[src/rtl/button_pkg.sv]
// Shared constants, state encoding and parameter helpers for the push-button conditioner.
// Used by both builds; the BTN_AUTOREPEAT_EN option lives in the sub-module and top.
package button_pkg;

  localparam int BTN_UP    = 0;
  localparam int BTN_DOWN  = 1;
  localparam int BTN_LEFT  = 2;
  localparam int BTN_RIGHT = 3;
  localparam int NUM_BTN   = 4;

  typedef enum logic [1:0] {
    ST_RELEASED     = 2'd0,
    ST_PRESS_WAIT   = 2'd1,
    ST_HELD         = 2'd2,
    ST_RELEASE_WAIT = 2'd3
  } btn_state_t;

  // Whole milliseconds to clock cycles, never less than one cycle.
  function automatic int ms_to_cycles(input int hz, input int ms);
    int c;
    c = (hz / 1000) * ms;
    return (c < 1) ? 1 : c;
  endfunction

  function automatic int max3(input int a, input int b, input int c);
    int m;
    m = (a > b) ? a : b;
    return (m > c) ? m : c;
  endfunction

  function automatic int cnt_width(input int db, input int rd, input int rr);
    int w;
    w = $clog2(max3(db, rd, rr) + 1);
    return (w < 1) ? 1 : w;
  endfunction

endpackage

[src/rtl/debounce_channel.sv]
// One key: synchroniser, four-state debounce FSM with saturating window counter and,
// when BTN_AUTOREPEAT_EN is defined, a hold-repeat counter that adds extra press events.
module debounce_channel
  import button_pkg::*;
#(
  parameter int DB_CYCLES   = 1,
  parameter int CNT_W       = 1,
  parameter int SYNC_STAGES = 2
`ifdef BTN_AUTOREPEAT_EN
  ,
  parameter int RD_CYCLES   = 1,
  parameter int RR_CYCLES   = 1
`endif
) (
  input  logic clk_i,
  input  logic rst_ni,
  input  logic key_n_i,
  output logic level_o,
  output logic press_evt_o
);

  localparam int SYNC_N = (SYNC_STAGES < 2) ? 2 : SYNC_STAGES;
  localparam logic [CNT_W-1:0] DB_LAST = CNT_W'(DB_CYCLES - 1);
  localparam logic [CNT_W-1:0] CNT_MAX = {CNT_W{1'b1}};

  logic [SYNC_N-1:0] sync_q, sync_d;
  btn_state_t        state_q, state_d;
  logic [CNT_W-1:0]  cnt_q, cnt_d;
  logic              evt_q, evt_d;
  logic              db_evt;
  logic              rep_evt;
  logic              s;

  // Flops reset to 1 so a key held through reset looks released until resampled.
  assign sync_d = {sync_q[SYNC_N-2:0], key_n_i};
  assign s      = ~sync_q[SYNC_N-1];

  always_comb begin
    state_d = state_q;
    cnt_d   = cnt_q;
    db_evt  = 1'b0;
    case (state_q)
      ST_RELEASED: begin
        if (s) begin
          state_d = ST_PRESS_WAIT;
          cnt_d   = '0;
        end
      end
      ST_PRESS_WAIT: begin
        if (!s) begin
          state_d = ST_RELEASED;
          cnt_d   = '0;
        end else if (cnt_q == DB_LAST) begin
          state_d = ST_HELD;
          cnt_d   = '0;
          db_evt  = 1'b1;
        end else if (cnt_q != CNT_MAX) begin
          cnt_d = cnt_q + CNT_W'(1);
        end
      end
      ST_HELD: begin
        if (!s) begin
          state_d = ST_RELEASE_WAIT;
          cnt_d   = '0;
        end
      end
      ST_RELEASE_WAIT: begin
        if (s) begin
          state_d = ST_HELD;
          cnt_d   = '0;
        end else if (cnt_q == DB_LAST) begin
          state_d = ST_RELEASED;
          cnt_d   = '0;
        end else if (cnt_q != CNT_MAX) begin
          cnt_d = cnt_q + CNT_W'(1);
        end
      end
      default: begin
        state_d = ST_RELEASED;
        cnt_d   = '0;
      end
    endcase
  end

`ifdef BTN_AUTOREPEAT_EN
  localparam logic [CNT_W-1:0] RD_LAST = CNT_W'(RD_CYCLES - 1);
  localparam logic [CNT_W-1:0] RR_LAST = CNT_W'(RR_CYCLES - 1);

  logic [CNT_W-1:0] rep_cnt_q, rep_cnt_d;
  logic             rep_first_q, rep_first_d;

  // Runs only while HELD stays HELD; RELEASE_WAIT freezes it, a full release clears it.
  always_comb begin
    rep_cnt_d   = rep_cnt_q;
    rep_first_d = rep_first_q;
    rep_evt     = 1'b0;
    if (state_q == ST_PRESS_WAIT && state_d == ST_HELD) begin
      rep_cnt_d   = '0;
      rep_first_d = 1'b0;
    end else if (state_q == ST_RELEASE_WAIT && state_d == ST_RELEASED) begin
      rep_cnt_d   = '0;
      rep_first_d = 1'b0;
    end else if (state_q == ST_HELD && s) begin
      if (rep_cnt_q == (rep_first_q ? RR_LAST : RD_LAST)) begin
        rep_evt     = 1'b1;
        rep_cnt_d   = '0;
        rep_first_d = 1'b1;
      end else if (rep_cnt_q != CNT_MAX) begin
        rep_cnt_d = rep_cnt_q + CNT_W'(1);
      end
    end
  end

  always_ff @(posedge clk_i or negedge rst_ni) begin
    if (!rst_ni) begin
      rep_cnt_q   <= '0;
      rep_first_q <= 1'b0;
    end else begin
      rep_cnt_q   <= rep_cnt_d;
      rep_first_q <= rep_first_d;
    end
  end
`else
  assign rep_evt = 1'b0;
`endif

  assign evt_d = db_evt | rep_evt;

  always_ff @(posedge clk_i or negedge rst_ni) begin
    if (!rst_ni) begin
      sync_q  <= '1;
      state_q <= ST_RELEASED;
      cnt_q   <= '0;
      evt_q   <= 1'b0;
    end else begin
      sync_q  <= sync_d;
      state_q <= state_d;
      cnt_q   <= cnt_d;
      evt_q   <= evt_d;
    end
  end

  assign level_o     = (state_q == ST_HELD) || (state_q == ST_RELEASE_WAIT);
  assign press_evt_o = evt_q;

endmodule

[src/rtl/button_conditioner.sv]
// Four-key conditioner for the HPS button PIOs: per-key debounce, up/down and left/right
// lockout, registered levels and press pulses. Define BTN_AUTOREPEAT_EN for hold auto-repeat.
module button_conditioner
  import button_pkg::*;
#(
  parameter int CLK_HZ          = 50_000_000,
  parameter int DEBOUNCE_MS     = 10,
  parameter int REPEAT_DELAY_MS = 400,
  parameter int REPEAT_RATE_MS  = 100,
  parameter int SYNC_STAGES     = 2
) (
  input  logic                 clk_clk,
  input  logic                 reset_reset_n,
  input  logic [NUM_BTN-1:0]   key_n_raw,
  output logic [NUM_BTN-1:0]   btn_level,
  output logic [NUM_BTN-1:0]   btn_press
);

  localparam int DB_CYCLES = ms_to_cycles(CLK_HZ, DEBOUNCE_MS);
  localparam int RD_CYCLES = ms_to_cycles(CLK_HZ, REPEAT_DELAY_MS);
  localparam int RR_CYCLES = ms_to_cycles(CLK_HZ, REPEAT_RATE_MS);
  localparam int CNT_W     = cnt_width(DB_CYCLES, RD_CYCLES, RR_CYCLES);

  logic [NUM_BTN-1:0] ch_level;
  logic [NUM_BTN-1:0] ch_evt;
  logic [NUM_BTN-1:0] level_d, level_q;
  logic [NUM_BTN-1:0] press_d, press_q;
  logic               lock_ud;
  logic               lock_lr;

  for (genvar gi = 0; gi < NUM_BTN; gi++) begin : g_ch
    debounce_channel #(
      .DB_CYCLES   (DB_CYCLES),
      .CNT_W       (CNT_W),
      .SYNC_STAGES (SYNC_STAGES)
`ifdef BTN_AUTOREPEAT_EN
      ,
      .RD_CYCLES   (RD_CYCLES),
      .RR_CYCLES   (RR_CYCLES)
`endif
    ) u_ch (
      .clk_i       (clk_clk),
      .rst_ni      (reset_reset_n),
      .key_n_i     (key_n_raw[gi]),
      .level_o     (ch_level[gi]),
      .press_evt_o (ch_evt[gi])
    );
  end

  // Opposing keys both down cancel each other; the survivor reappears as soon as its partner drops.
  assign lock_ud = ch_level[BTN_UP] & ch_level[BTN_DOWN];
  assign lock_lr = ch_level[BTN_LEFT] & ch_level[BTN_RIGHT];

  always_comb begin
    level_d = ch_level;
    press_d = ch_evt;
    if (lock_ud) begin
      level_d[BTN_UP]   = 1'b0;
      level_d[BTN_DOWN] = 1'b0;
      press_d[BTN_UP]   = 1'b0;
      press_d[BTN_DOWN] = 1'b0;
    end
    if (lock_lr) begin
      level_d[BTN_LEFT]  = 1'b0;
      level_d[BTN_RIGHT] = 1'b0;
      press_d[BTN_LEFT]  = 1'b0;
      press_d[BTN_RIGHT] = 1'b0;
    end
  end

  always_ff @(posedge clk_clk or negedge reset_reset_n) begin
    if (!reset_reset_n) begin
      level_q <= '0;
      press_q <= '0;
    end else begin
      level_q <= level_d;
      press_q <= press_d;
    end
  end

  assign btn_level = level_q;
  assign btn_press = press_q;

endmodule

[config.mk]
export PLATFORM = sky130hd
export DESIGN_NAME = button_conditioner
export DESIGN_NICKNAME = d
export VERILOG_FILES = /design/src/rtl/button_pkg.sv /design/src/rtl/debounce_channel.sv /design/src/rtl/button_conditioner.sv
export SDC_FILE = /design/constraint.sdc
export NUM_CORES = 1
export LEC_CHECK = 0
export CAP_MARGIN = 20
export CORE_UTILIZATION = 57
export DETAILED_ROUTE_END_ITERATION = 6
export PLACE_DENSITY_LB_ADDON = 0.25
export SYNTH_ARGS = -nofsm -noshare
export SYNTH_HDL_FRONTEND = slang
export SYNTH_SLANG_ARGS = --single-unit
[constraint.sdc]
create_clock -name clk_clk -period 2.2 [get_ports clk_clk]
set_input_delay 0.22 -clock clk_clk [delete_from_list [all_inputs] [get_ports clk_clk]]
set_output_delay 0.22 -clock clk_clk [all_outputs]
set_load 0.1 [all_outputs]
==> flow_summary.toml <==
[run_status]
outcome = "finished, final reports clean"

[pwr]
p_switching_w = 0.00166
comb_power_share_pct = 12.7
peakVddDrop_mv = 0.574
power.density_nw_per_um2 = 762
finalPower_w = 0.00643
seqPwrFrac_pct = 39.8
p_leak_nw = 3.40
intPower_w = 0.00476
swShare_pct = 25.9
p_clk_share_pct = 47.5

[setup_path]
crit_chain = "ha_4 > nand4_4 > or4_4 > or4_4 > and3_4 > a211o_1"
cp.required_ns = 2.50
crit_type = "flip-flop to flip-flop"
crit_slowest_cell = "or4_4"
crit_path_max_fanout = 5
cp-end-kind = "flip-flop"
critPathArrivalTime_ns = 2.48
ff2ff_setup_slack_ns = 0.02
startpoint_type = "flip-flop"
cpPeakStageDelay_ns = 0.44
crit_top_cell = "or4_4"

[sta]
fmax_ghz = 0.459
tightestPinTransition_ns = 1.05
period_share_pct = 99.0
rsz0062_at_grt = "true"
relSlewSlack_pct = 29.7
clock_skew_ns = 0.00545
finalSetupViolations = 0
final-hold-violation-count = 0
drv_slew = 0
min_period_ns = 2.18

[routing]
wl_per_cell_um = 18.9
viasPerCell = 6.84
drt_iter0_drc = 837
vias = 6701
ant_nets = 0
drt_wl_total_um = 18500
drt_first_pass_iters = 6
drc = 0

[yosys]
syn_avg_cell_area_um2 = 9.18
synth_cell_type_count = 67
syn_inst = 760
synth_flop_cell = "dfrtp_1"
syn_nets = 770
yosysWarnings = 0
yosysSeqAreaShare_pct = 46.1
syn_area_um2 = 6970
async_reset_ff_share_pct = 100
synth_edf_count = 0
ys_seq_elements = 128

[global_route]
grt_pass1_vias = 6316
grt_pass1_wl_um = 29900
grt_max_degree = 42
grt_usage_pct = 29.6
grt_antenna_before_repair = 0
grt_overflow = 0

[cts]
cts_tree = "yes"
cts.root.buffer_cell = "clkbuf_16"
cts_sinks = 128
insertion_delay_ns = 0.43
clkTransAtPathRegs_ns = 0.06
cts_buffers = 17
cts.path.max_buffers = 2
cts_max_level = 4

[finish]
final_layout_size_suffix_gt1_share_pct = 17.9
fin_util_pct = 70.5
n_antenna_cell = 0
syn2layout_area_growth_pct = 21.0
nets = 830

[die]
dieArea_um2 = 12700
ios = 14
die_x_um = 113
fp.dieH_um = 113
core_area_um2 = 12000
initial_core_util_pct = 58.3
row_count = 40

[placed_design]
numPortBuffers = 13
place_congestion = 0.915
dp_hpwl_um = 11600

[worst_hold_path]
hp-class = "input pin to flip-flop"

[flow_run]
cap_violations = 0
path summary, 6_finish.rpt:
| path | start | end | depth (start not counted) |
|---|---|---|---|
| worst max-delay path | g_ch[1].u_ch.cnt_q[1] | g_ch[1].u_ch.cnt_q[18] | 6 |
| worst min-delay path | key_n_raw[0] | g_ch[0].u_ch.sync_q[0] | 1 |
| worst max register to register | g_ch[1].u_ch.cnt_q[1] | g_ch[1].u_ch.cnt_q[18] | 6 |
| worst min register to register | g_ch[0].u_ch.sync_q[0] | g_ch[0].u_ch.sync_q[1] | 0 |
| max in group asynchronous | reset_reset_n | g_ch[2].u_ch.cnt_q[8] | 3 |
| min in group asynchronous | reset_reset_n | g_ch[0].u_ch.cnt_q[17] | 2 |
kinds of logic after synthesis:
kind of cell / synth area share (%)
and+or+nand+nor: 27.6
AOI/OAI and AO/OA: 18.8
muxes: 0.449
adders and majority gates: 0.718
buffers and inverters: 2.98
DFF: 46.1
xor gates and xnor gates: 3.39
worst max-delay path, delay by kind of cell, from the launching register on:
| kind | cells | cell delay [ns] |
|---|---|---|
| flip-flops | 1 | 0.43 |
| AO/OA/AOI/OAI | 1 | 0.26 |
| adder cells (fa/ha/maj) | 1 | 0.19 |
| AND/OR/NAND/NOR | 4 | 1.17 |
state kept, by name (all words and copies together), names as in the netlist, named ones only:
name                   cells
btn_level                  4
btn_press                  4
g_ch.u_ch.cnt_q          100
g_ch.u_ch.press_evt_o      4
g_ch.u_ch.state_q          4
g_ch.u_ch.sync_q           8
metrics by stage:
stage          hold WS (ns)  setup WS (ns)  setup TNS [ns]  cell area, um2  std cells
2_1_floorplan       -0.0756        0.00533               0            7000        760
3_3_place_gp          0.198         0.0940               0            7650        942
3_5_place_dp          0.206         0.0221               0            7650        942
4_1_cts               0.194        0.00584               0            8320        975
5_1_grt               0.197        -0.0265         -0.0912            8440        980
6_report              0.200         0.0215               0            8440        980
power by group through the flow:
| stage | Combinational, W | Clock (W) | Sequential, W |
|---|---|---|---|
| 4_1_cts | 0.000798 | 0.00307 | 0.00255 |
| 6_report | 0.000816 | 0.00305 | 0.00256 |
| 3_5_place_dp | 0.000784 | 0 | 0.00259 |
| 3_3_place_gp | 0.000749 | 0 | 0.00258 |
| 5_1_grt | 0.000890 | 0.00318 | 0.00257 |
| 2_1_floorplan | 0.000465 | 0 | 0.00258 |
layer usage:
metal | global-route usage (%) | vias up | part of all wire (%)
met5 | 0 | - | 0
met4 | 14.0 | 0 | 2.7
met3 | 5.40 | 61 | 7.4
met2 | 48.4 | 377 | 49
met1 | 38.2 | 3210 | 41
li1 | - | 3053 | -
cell type report:
class / count / area, um2
multi-input cells: 581 / 3680
fillers: 878 / 3520
flip-flops and latches: 128 / 3220
repair buffers: 79 / 668
clock buffers: 23 / 488
well taps: 147 / 184
clock inverters: 9 / 154
inverters: 13 / 48.8
cell usage after synthesis (3+ instances only):
cell type	n	share of area [%]
a41oi_1	4	0.50
o211ai_1	11	1.2
inv_1	13	0.70
a31oi_1	29	2.6
and3_1	14	1.3
nor2_1	51	2.7
nor4_1	15	1.3
a21boi_0	4	0.43
clkbuf_1	27	1.5
and2_1	6	0.54
or3b_2	3	0.38
nand3_1	45	3.2
a21o_1	5	0.54
dfrtp_1	120	43
nor4b_1	7	0.88
or4_1	27	2.9
nand2b_1	3	0.27
and4_1	16	2.0
a2111oi_0	3	0.38
nand4_1	33	3.0
nor3_1	20	1.4
nand2_1	68	3.7
a31o_2	3	0.38
a21oi_1	59	4.2
o41ai_1	7	0.88
nor2b_1	3	0.27
ha_1	4	0.72
xnor2_1	25	3.1
buf_2	6	0.43
o31ai_1	16	1.7
or3_1	15	1.3
a211oi_1	11	1.2
dfstp_2	8	3.0
o21ai_0	30	2.2
or2_2	6	0.54
cells in the final DEF (no fill, tap or decap), drive strengths merged, types with 29 or more instances in the layout:
cell type  Yosys  routed
dfrtp        120     120
buf           10      74
nand2         68      68
a21oi         59      59
nor2          51      51
nand3         45      45
nand4         34      34
o21ai         31      31
a31oi         29      29
or4           29      29
what timing repair did:
action | CTS | global route
hold buffers | 1 | 0
cloned | 0 | 0
setup buffers | 0 | 5
hold endpoints to repair | 30 | 0
resized for setup | 3 | 19
pin swaps | 0 | 9
endpoints found under the setup margin | 21 | 44
Power figures use the tool's default switching activity.
